[config.mk]
export PLATFORM = sky130hd
export DESIGN_NAME = wfg_stim_sine_core_flat
export DESIGN_NICKNAME = d
export VERILOG_FILES = /design/src/rtl/wfg_stim_sine_core_if.sv /design/src/rtl/wfg_stim_sine_core.sv /design/src/flat_wrapper.sv
export SDC_FILE = /design/constraint.sdc
export NUM_CORES = 2
export LEC_CHECK = 0
export CORE_ASPECT_RATIO = 0.8
export CORE_UTILIZATION = 40
export DETAILED_ROUTE_END_ITERATION = 10
export PLACE_DENSITY = 0.65
export SKIP_LAST_GASP = 1
export SYNTH_ARGS = -nofsm -noshare
export SYNTH_HDL_FRONTEND = slang
export SYNTH_SLANG_ARGS = --single-unit
[constraint.sdc]
create_clock -name clk -period 9.18 [get_ports clk]
set_input_delay 1.836 -clock clk [delete_from_list [all_inputs] [get_ports clk]]
set_output_delay 1.836 -clock clk [all_outputs]
set_load 0.01 [all_outputs]
[src/rtl/wfg_stim_sine_core_if.sv]
// wfg_stim_sine_core_if: AXI-stream sample channel between the sine core and the downstream driver stage
interface wfg_stim_sine_core_if #(
  parameter int AXIS_DATA_WIDTH = 32
);
  logic                       wfg_axis_tvalid_o;
  logic [AXIS_DATA_WIDTH-1:0] wfg_axis_tdata_o;
  logic                       wfg_axis_tready_i;
  modport master (output wfg_axis_tvalid_o, output wfg_axis_tdata_o, input wfg_axis_tready_i);
  modport slave  (input wfg_axis_tvalid_o, input wfg_axis_tdata_o, output wfg_axis_tready_i);
endinterface

[src/rtl/wfg_stim_sine_core.sv]
// wfg_stim_sine_core: phase accumulator + iterative CORDIC sine with gain, offset and saturation on AXI-stream
// Optional handshake counter port sample_cnt_o when WFG_STIM_SINE_SAMPLE_CNT_EN is defined.
module wfg_stim_sine_core #(
  parameter int ITER            = 16,
  parameter int AXIS_DATA_WIDTH = 32
) (
  input  logic               clk,
  input  logic               rst_n,
  input  logic               ctrl_en_q_i,
  input  logic [15:0]        inc_val_q_i,
  input  logic [15:0]        gain_val_q_i,
  input  logic signed [17:0] offset_val_q_i,
  wfg_stim_sine_core_if.master axis
`ifdef WFG_STIM_SINE_SAMPLE_CNT_EN
  ,
  output logic [31:0]        sample_cnt_o
`endif
);
  typedef enum logic [2:0] {IDLE, LOAD, ROTATE, SCALE, VALID} state_t;
  // CORDIC datapath carries 4 guard bits: x/y scaled 2^20, angle 2^20 per full circle
  localparam logic signed [22:0] X_INIT = 23'sd636752;
  localparam logic [17:0] ATAN [18] = '{
    18'd131072, 18'd77376, 18'd40884, 18'd20753, 18'd10417, 18'd5213,
    18'd2607,   18'd1304,  18'd652,   18'd326,   18'd163,   18'd81,
    18'd41,     18'd20,    18'd10,    18'd5,     18'd3,     18'd1
  };
  state_t             r_state;
  logic [15:0]        r_phase;
  logic [15:0]        r_inc;
  logic [15:0]        r_gain;
  logic signed [17:0] r_offset;
  logic signed [22:0] r_x;
  logic signed [22:0] r_y;
  logic signed [22:0] r_z;
  logic [4:0]         r_iter;
  logic               r_valid;
  logic signed [17:0] r_data;
  logic signed [16:0] w_fold;
  logic signed [22:0] w_xs;
  logic signed [22:0] w_ys;
  logic signed [22:0] w_atan;
  logic               w_dir;
  logic signed [18:0] w_sine;
  logic signed [35:0] w_prod;
  logic signed [36:0] w_sum;
  logic signed [17:0] w_sat;
  logic               w_hs;
  // Quadrants 01/10 map to 180deg - phase so the angle lands in [-90,+90]
  assign w_fold = (r_phase[15] ^ r_phase[14]) ? 17'sd32768 - $signed({1'b0, r_phase})
                                              : $signed({r_phase[15], r_phase});
  assign w_xs   = r_x >>> r_iter;
  assign w_ys   = r_y >>> r_iter;
  assign w_atan = $signed({5'b0, ATAN[r_iter]});
  assign w_dir  = ~r_z[22];
  assign w_sine = 19'((r_y + 23'sd8) >>> 4);
  assign w_prod = w_sine * $signed({1'b0, r_gain});
  assign w_sum  = 37'(w_prod >>> 14) + 37'(r_offset);
  assign w_sat  = (w_sum > 37'sd131071) ? 18'h1FFFF : (w_sum < -37'sd131072) ? 18'h20000 : w_sum[17:0];
  assign w_hs   = r_valid & axis.wfg_axis_tready_i;
  assign axis.wfg_axis_tvalid_o = r_valid;
  assign axis.wfg_axis_tdata_o  = AXIS_DATA_WIDTH'(r_data);
  always_ff @(posedge clk or negedge rst_n) begin
    if (!rst_n) begin
      r_state  <= IDLE;
      r_phase  <= '0;
      r_inc    <= '0;
      r_gain   <= '0;
      r_offset <= '0;
      r_x      <= '0;
      r_y      <= '0;
      r_z      <= '0;
      r_iter   <= '0;
      r_valid  <= 1'b0;
      r_data   <= '0;
    end else begin
      case (r_state)
        IDLE: begin
          r_phase <= '0;
          if (ctrl_en_q_i) r_state <= LOAD;
        end
        LOAD: begin
          if (!ctrl_en_q_i) begin
            r_state <= IDLE;
            r_phase <= '0;
          end else begin
            r_inc    <= inc_val_q_i;
            r_gain   <= gain_val_q_i;
            r_offset <= offset_val_q_i;
            r_x      <= X_INIT;
            r_y      <= '0;
            r_z      <= {{2{w_fold[16]}}, w_fold, 4'b0};
            r_iter   <= '0;
            r_state  <= ROTATE;
          end
        end
        ROTATE: begin
          if (!ctrl_en_q_i) begin
            r_state <= IDLE;
            r_phase <= '0;
          end else begin
            r_x    <= w_dir ? r_x - w_ys : r_x + w_ys;
            r_y    <= w_dir ? r_y + w_xs : r_y - w_xs;
            r_z    <= w_dir ? r_z - w_atan : r_z + w_atan;
            r_iter <= r_iter + 5'd1;
            if (r_iter == 5'(ITER - 1)) r_state <= SCALE;
          end
        end
        SCALE: begin
          if (!ctrl_en_q_i) begin
            r_state <= IDLE;
            r_phase <= '0;
          end else begin
            r_data  <= w_sat;
            r_valid <= 1'b1;
            r_state <= VALID;
          end
        end
        VALID: begin
          if (w_hs) begin
            r_valid <= 1'b0;
            r_phase <= ctrl_en_q_i ? r_phase + r_inc : 16'd0;
            r_state <= ctrl_en_q_i ? LOAD : IDLE;
          end
        end
        default: r_state <= IDLE;
      endcase
    end
  end
`ifdef WFG_STIM_SINE_SAMPLE_CNT_EN
  logic [31:0] r_cnt;
  always_ff @(posedge clk or negedge rst_n) begin
    if (!rst_n) r_cnt <= '0;
    else if (w_hs) r_cnt <= r_cnt + 32'd1;
  end
  assign sample_cnt_o = r_cnt;
`endif
endmodule

[src/flat_wrapper.sv]
// flat-port wrapper written by rule: the top's interface ports become plain ports
module wfg_stim_sine_core_flat 
#(
  parameter int ITER            = 16,
  parameter int AXIS_DATA_WIDTH = 32
)
  (clk, rst_n, ctrl_en_q_i, inc_val_q_i, gain_val_q_i, offset_val_q_i, axis_wfg_axis_tvalid_o, axis_wfg_axis_tdata_o, axis_wfg_axis_tready_i);
  wfg_stim_sine_core_if #(.AXIS_DATA_WIDTH(AXIS_DATA_WIDTH)) axis_i ();
  input  logic clk;
  input  logic rst_n;
  input  logic ctrl_en_q_i;
  input  logic [15:0] inc_val_q_i;
  input  logic [15:0] gain_val_q_i;
  input  logic signed [17:0] offset_val_q_i;
  output wire logic [$bits(axis_i.wfg_axis_tvalid_o)-1:0] axis_wfg_axis_tvalid_o;
  output wire logic [$bits(axis_i.wfg_axis_tdata_o)-1:0] axis_wfg_axis_tdata_o;
  input wire logic [$bits(axis_i.wfg_axis_tready_i)-1:0] axis_wfg_axis_tready_i;
  assign axis_wfg_axis_tvalid_o = axis_i.wfg_axis_tvalid_o;
  assign axis_wfg_axis_tdata_o = axis_i.wfg_axis_tdata_o;
  assign axis_i.wfg_axis_tready_i = axis_wfg_axis_tready_i;
  wfg_stim_sine_core #(.ITER(ITER), .AXIS_DATA_WIDTH(AXIS_DATA_WIDTH)) u_core (.clk(clk), .rst_n(rst_n), .ctrl_en_q_i(ctrl_en_q_i), .inc_val_q_i(inc_val_q_i), .gain_val_q_i(gain_val_q_i), .offset_val_q_i(offset_val_q_i), .axis(axis_i));
endmodule
* After elaboration in Yosys (flattened, before gate mapping) *
Memory sizes are Yosys's and may differ from the RTL's.
Index checks and enable logic that the tools add are counted.

storage, ports and cells
  memories kept = 1
  word-level logic and storage cells = 90
  input port bits = 54
  register bits after elaboration = 162
  output and inout bits = 33
  ROM bits = 576

cells by class
  bitwise operators = 3
  magnitude comparators = 3
  add/sub/neg operators = 11
  equal/unequal tests = 12
  reductions and logical operators = 11
  shift operators = 2
  mux-type cells = 35
  multipliers = 1

memories
  memory            words  width  rd ports  clocked after memory_dff  wr ports  line                      RTL
  (name not given)  32     18     1         0                         0         wfg_stim_sine_core.sv:53  assign w_atan = $signed({5'b0, ATAN[r_iter]});

operator list
  kind                                                             number
  two-way mux 23 bit                                               9
  one-hot mux 23 bit (2 select lines)                              3
  two-way mux 18 bit                                               4
  two-way mux 16 bit                                               3
  one-hot mux 16 bit (3 select lines)                              1
  adder 23 bit                                                     2
  >>> shifter 23 x 5 -> 23 bit                                     2
  subtractor 23 bit                                                2
  greater-than comparator 37 x 18 -> 1 bit, second input constant  1
  < comparator 37 x 18 -> 1 bit, second input constant             1
  multiplier 19 x 17 -> 36 bit                                     1
  adder 22 x 18 -> 23 bit                                          1
  adder 23 x 19 -> 23 bit                                          1
  adder 23 x 5 -> 23 bit, second input constant                    1
  subtractor 23 x 19 -> 23 bit                                     1
  two-way mux 17 bit                                               1
  subtractor 16 x 16 -> 17 bit, first input constant               1
  adder 16 bit                                                     1
  two-way mux 3 bit                                                5
  one-hot mux 3 bit (5 select lines)                               1
  AND reduction 3 bit                                              4
  two-way mux 5 bit                                                2
  != test 2 bit, second input constant                             5
  one-hot mux 5 bit (2 select lines)                               1
  other kinds (19)                                                 24

* Logic depth before layout (Yosys ltp) *
  word-level depth = 8
  mapped depth = 42
  depth with buffers taken out = 40

* Worst setup path after synthesis *
Ideal clock, no wire load.

  path type = flip-flop to flip-flop
  start = register u_core.r_y[9]
  end = register u_core.r_data[9]
  buffers on the path = 3
  required time = 9053 ps
  library setup time = 127 ps
  arrival time = 9732 ps
  stages on the path, launching flop included = 42
  period minus slack after synthesis = 9859 ps
  slack = -679 ps
  cell sequence = dfrtp_1 -> clkbuf_1 -> and3_1 -> and3_1 -> nand2_1 -> inv_1 -> nand2_1 -> xnor2_1 -> clkbuf_1 -> and2_1 -> fa_1 -> inv_1 -> fa_1 -> fa_1 -> inv_1 -> fa_1 -> fa_1 -> inv_1 -> (+6 left out) -> a211o_1 -> or2_2 -> and2_1 -> o21a_1 -> o21a_1 -> nor2_1 -> xnor2_1 -> ha_1 -> nor2b_1 -> a211o_1 -> o311a_1 -> a311o_1 -> and2_1 -> a311oi_2 -> nand4_1 -> clkbuf_1 -> o211ai_1 -> nand3_1

on the way
  cells in the longest elaborated chain, start to end = 6
  elaborated cells on any way between the ends = 7
  those cells by class = 2 x add/sub; 1 x mul; 2 x order compare; 2 x mux

ends and longest elaborated chain
  element                           line                       RTL
  start, declared                   wfg_stim_sine_core.sv:33   logic signed [22:0] r_y;
  start signal, assigned            wfg_stim_sine_core.sv:102  r_y <= w_dir ? r_y + w_xs : r_y - w_xs;
  adder 23 x 5 -> 23 bit (*)        wfg_stim_sine_core.sv:55   assign w_sine = 19'((r_y + 23'sd8) >>> 4);
  multiplier 19 x 17 -> 36 bit (*)  wfg_stim_sine_core.sv:56   assign w_prod = w_sine * $signed({1'b0, r_gain});
  adder 22 x 18 -> 23 bit (*)       wfg_stim_sine_core.sv:57   assign w_sum = 37'(w_prod >>> 14) + 37'(r_offset);
  < comparator 37 x 18 -> 1 bit     wfg_stim_sine_core.sv:58   assign w_sat = (w_sum > 37'sd131071) ? 18'h1FFFF : (w_sum < -37'sd131072) ? 18'h20000 : w_sum[17:0];
  two-way mux 18 bit                wfg_stim_sine_core.sv:58
  two-way mux 18 bit (*)            wfg_stim_sine_core.sv:58
  end signal, assigned              wfg_stim_sine_core.sv:113  r_data <= w_sat;
  end, declared                     wfg_stim_sine_core.sv:37   logic signed [17:0] r_data;

Mark *: on every way between the ends. The rest lies on a longest branch, timed or not.
A chain may end at the register's enable or synchronous reset.

* Worst setup path after layout *
  start = register u_core.r_y[4]
  end = register u_core.r_data[4]

The elaborated chain is that of the path after synthesis.

==> out/metrics.cfg <==
[grt]
grt_start_max_net_pins = 97
overflow = 0
top_usage_layer = met2
grt_pass1_vias = 21900
grt_use_met2_pct = 32.9
grtUsageMet3_pct = 4.59
antenna_found_initial = 1
grt_pass1_wl_um = 119000
grt.total_usage_pct = 21.7
grtUsageMet1_pct = 32.1

[route]
ant_nets = 0
dr_total_vias = 22000
viasPerCell = 5.32
routedWlPerCell_um = 17.4
drc = 0
initialDrtViolationCount = 1734
routed_wl_um = 71900
first_pass_iters = 5

[placement]
gp_congestion = 0.938
port_buffers = 86
dp_slack_ps = -468
post-dp-hpwl_um = 57100

[sta]
worst_pin_slew_ps = 1000
min_period_over_period_pct = 103
hold_viol_final = 0
fin_tns_setup_ps = -3920
fmax_mhz = 105
fin_crit_ps = 9490
setup_ws_ps = -305
drv_slew = 0
rsz0062_at_grt = true
setup_viol = 17
relSlewSlack_pct = 33.0
hold_slack_ps = 489
skew_ps = 14.2

[worst_setup_path]
worstPathRequired_ps = 9530
r2r-start = u_core.r_y[4]$_DFFE_PN0P_
crit_path_start_kind = flip-flop
endpoint_kind = flip-flop
crit_fanout = 6
max_stage_delay_ps = 540
rr_worst_depth = 43
cp.arrival_ps = 9840
crit_type = reg -> reg
crit_path_top_delay_cell = fa_1
ff2ff_setup_slack_ps = -310
worstReg2RegEnd = u_core.r_data[4]$_DFFE_PN0P_
path_common_cell = fa_1

[floorplan]
ios = 87
rows = 84
fp.dieH_um = 235
core-area_um2 = 66200
start_util_pct = 40.8
die-area_um2 = 68600
die_w_um = 293

[clock_network]
cts_buffers = 17
insertion_delay_ps = 480
cts_tree = yes
root_buffer = clkbuf_16
htree_levels = 4
cts.clk_slew.worst_paths_ps = 80
cts_buffer_depth = 2
cts.sinks = 162

[synth]
netlist_area_um2 = 27000
ys_ff_latch = 162
synth_flop_cell = dfrtp_1
synth_edf_count = 0
async_reset_ff_share_pct = 100
ys_types = 85
synth.net_count = 3632
avgSynthCellArea_um2 = 8.84
yosysSeqAreaShare_pct = 15.0
syn_inst = 3059
yosys_warnings = 0

[finish]
nFillCells = 6289
finalNetCount = 3837
num_antenna_cells = 0
area_growth_syn_to_layout_pct = 16.7
drive_gt1_share_pct = 16.5

[min_path]
hold_depth = 2
hold_start = u_core.r_data[1]$_DFFE_PN0P_
hold_end = u_core.r_data[1]$_DFFE_PN0P_
hold_path_class = reg -> reg

[run]
cap_violations = 0

[run_status]
status = finished, violations left
failed_checks = negative setup slack

==> kinds of logic after synthesis <==
kind of cell             after synthesis  share of synthesized area [%]
AND/OR/NAND/NOR                      883                           15.8
multiplexers                         152                           8.43
buffers and inverters                604                           8.74
XOR/XNOR                             189                           6.12
AO/OA/AOI/OAI                        550                           13.3
flip-flops                           162                           15.0
adder cells (fa/ha/maj)              519                           32.6
==> state kept, by name (all words and copies together), names as in the netlist <==
register / count
u_core.r_x: 23
u_core.r_y: 23
u_core.r_z: 23
u_core.r_data: 18
u_core.r_offset: 18
u_core.r_gain: 16
u_core.r_inc: 16
u_core.r_phase: 16
u_core.r_iter: 5
u_core.r_state: 3
u_core.axis.wfg_axis_tvalid_o: 1
==> per-layer routing <==
layer | up-vias | wire length [um]
li1 | 10500 | -
met1 | 10800 | 34500
met2 | 653 | 31500
met3 | 52 | 5130
met4 | 2 | 727
met5 | - | 10
==> worst max-delay path: cells and delay by family, from the launching register on <==
family	cells	cell delay, ps
xor+xnor	2	300
simple gates	12	1380
compound gates	11	2590
fa+ha+maj	9	3730
buf+inv	9	930
flops	1	410
==> cell usage after synthesis, drive strengths merged, types with 5 or more instances <==
| master | number | area share (%) |
|---|---|---|
| nor4 | 10 | 0.29 |
| or2 | 12 | 0.28 |
| a21o | 43 | 1.2 |
| xor2 | 75 | 2.4 |
| and2 | 164 | 3.8 |
| nor2b | 20 | 0.46 |
| a21boi | 6 | 0.17 |
| a211o | 14 | 0.45 |
| ha | 209 | 9.7 |
| nor2 | 177 | 2.5 |
| a211oi | 19 | 0.53 |
| mux2 | 74 | 3.1 |
| nand3 | 44 | 0.86 |
| nand2 | 323 | 4.5 |
| mux2i | 25 | 0.93 |
| a221oi | 5 | 0.16 |
| and4 | 8 | 0.26 |
| a22o | 19 | 0.62 |
| o211ai | 16 | 0.44 |
| o21bai | 10 | 0.28 |
| nand2b | 22 | 0.51 |
| a21oi | 160 | 3.0 |
| a31oi | 26 | 0.60 |
| mux4 | 53 | 4.4 |
| and3 | 29 | 0.67 |
| o22ai | 13 | 0.30 |
| fa | 310 | 23 |
| dfrtp | 162 | 15 |
| o31ai | 19 | 0.53 |
| buf | 40 | 0.90 |
| inv | 444 | 6.2 |
| o31a | 6 | 0.19 |
| a31o | 6 | 0.19 |
| a41oi | 9 | 0.29 |
| o21ai | 109 | 2.0 |
| o21a | 22 | 0.61 |
| clkbuf | 117 | 1.6 |
| a221o | 6 | 0.22 |
| xnor2 | 114 | 3.7 |
| or3 | 15 | 0.35 |
| nor3 | 36 | 0.69 |
| nand4 | 9 | 0.21 |
==> stage by stage <==
step	cell area, um2	std cells	util, %
CTS	31300	4122	47.2
global placement	30300	4081	45.8
floorplan	27300	3059	-
global route	31500	4137	47.6
detailed placement	30300	4081	45.8
finish	31500	4137	47.6
==> what timing repair did <==
| action | 4_1_cts | 5_1_grt |
|---|---|---|
| resized for setup | 45 | 48 |
| gates cloned | 1 | 2 |
| buffers inserted | 8 | 13 |
| hold buffers | 0 | 0 |
| pin swaps | 42 | 27 |
| endpoints found under the setup margin | 18 | 18 |
==> how the worst max path moves through the flow <==
stage	depth (start not counted)	to	slack (ps)	from
after floorplan	40	u_core.r_data[9]$_DFFE_PN0P_	-70	u_core.r_y[4]$_DFFE_PN0P_
after global placement	39	u_core.r_data[11]$_DFFE_PN0P_	-330	u_core.r_y[4]$_DFFE_PN0P_
after detailed placement	37	u_core.r_data[11]$_DFFE_PN0P_	-470	u_core.r_y[4]$_DFFE_PN0P_
after CTS	38	u_core.r_data[11]$_DFFE_PN0P_	-250	u_core.r_y[4]$_DFFE_PN0P_
after global routing	40	u_core.r_data[13]$_DFFE_PN0P_	-670	u_core.r_y[4]$_DFFE_PN0P_
final	43	u_core.r_data[4]$_DFFE_PN0P_	-310	u_core.r_y[4]$_DFFE_PN0P_
==> final cells by class <==
cell class | instances | area [um2] | share of cell area [%]
Multi-Input combinational cell | 2293 | 21200 | 67.1
Sequential cell | 162 | 4060 | 12.9
Timing Repair Buffer | 343 | 2940 | 9.31
Inverter | 447 | 1680 | 5.34
Tap cell | 860 | 1080 | 3.41
Clock buffer | 19 | 443 | 1.40
Clock inverter | 13 | 169 | 0.536
==> cells in the final DEF, fill, tap and decap left out, types with 19 or more instances in the layout <==
master	count
and2_1	156
xnor2_1	102
mux2_2	73
a22o_1	19
xor2_1	74
ha_1	200
a21o_1	43
nand2_1	317
o21a_1	22
nor2_1	168
and3_1	27
fa_1	302
mux2i_1	25
nand2b_1	22
clkdlybuf4s50_1	85
buf_4	234
dfrtp_1	158
o21ai_0	104
mux4_2	53
a31oi_1	26
nand3_1	38
inv_1	433
a21oi_1	147
nor2b_1	20
nor3_1	33
Power is not shown: default switching activity piles up to over one toggle a cycle in this logic, so the estimate is an artifact.
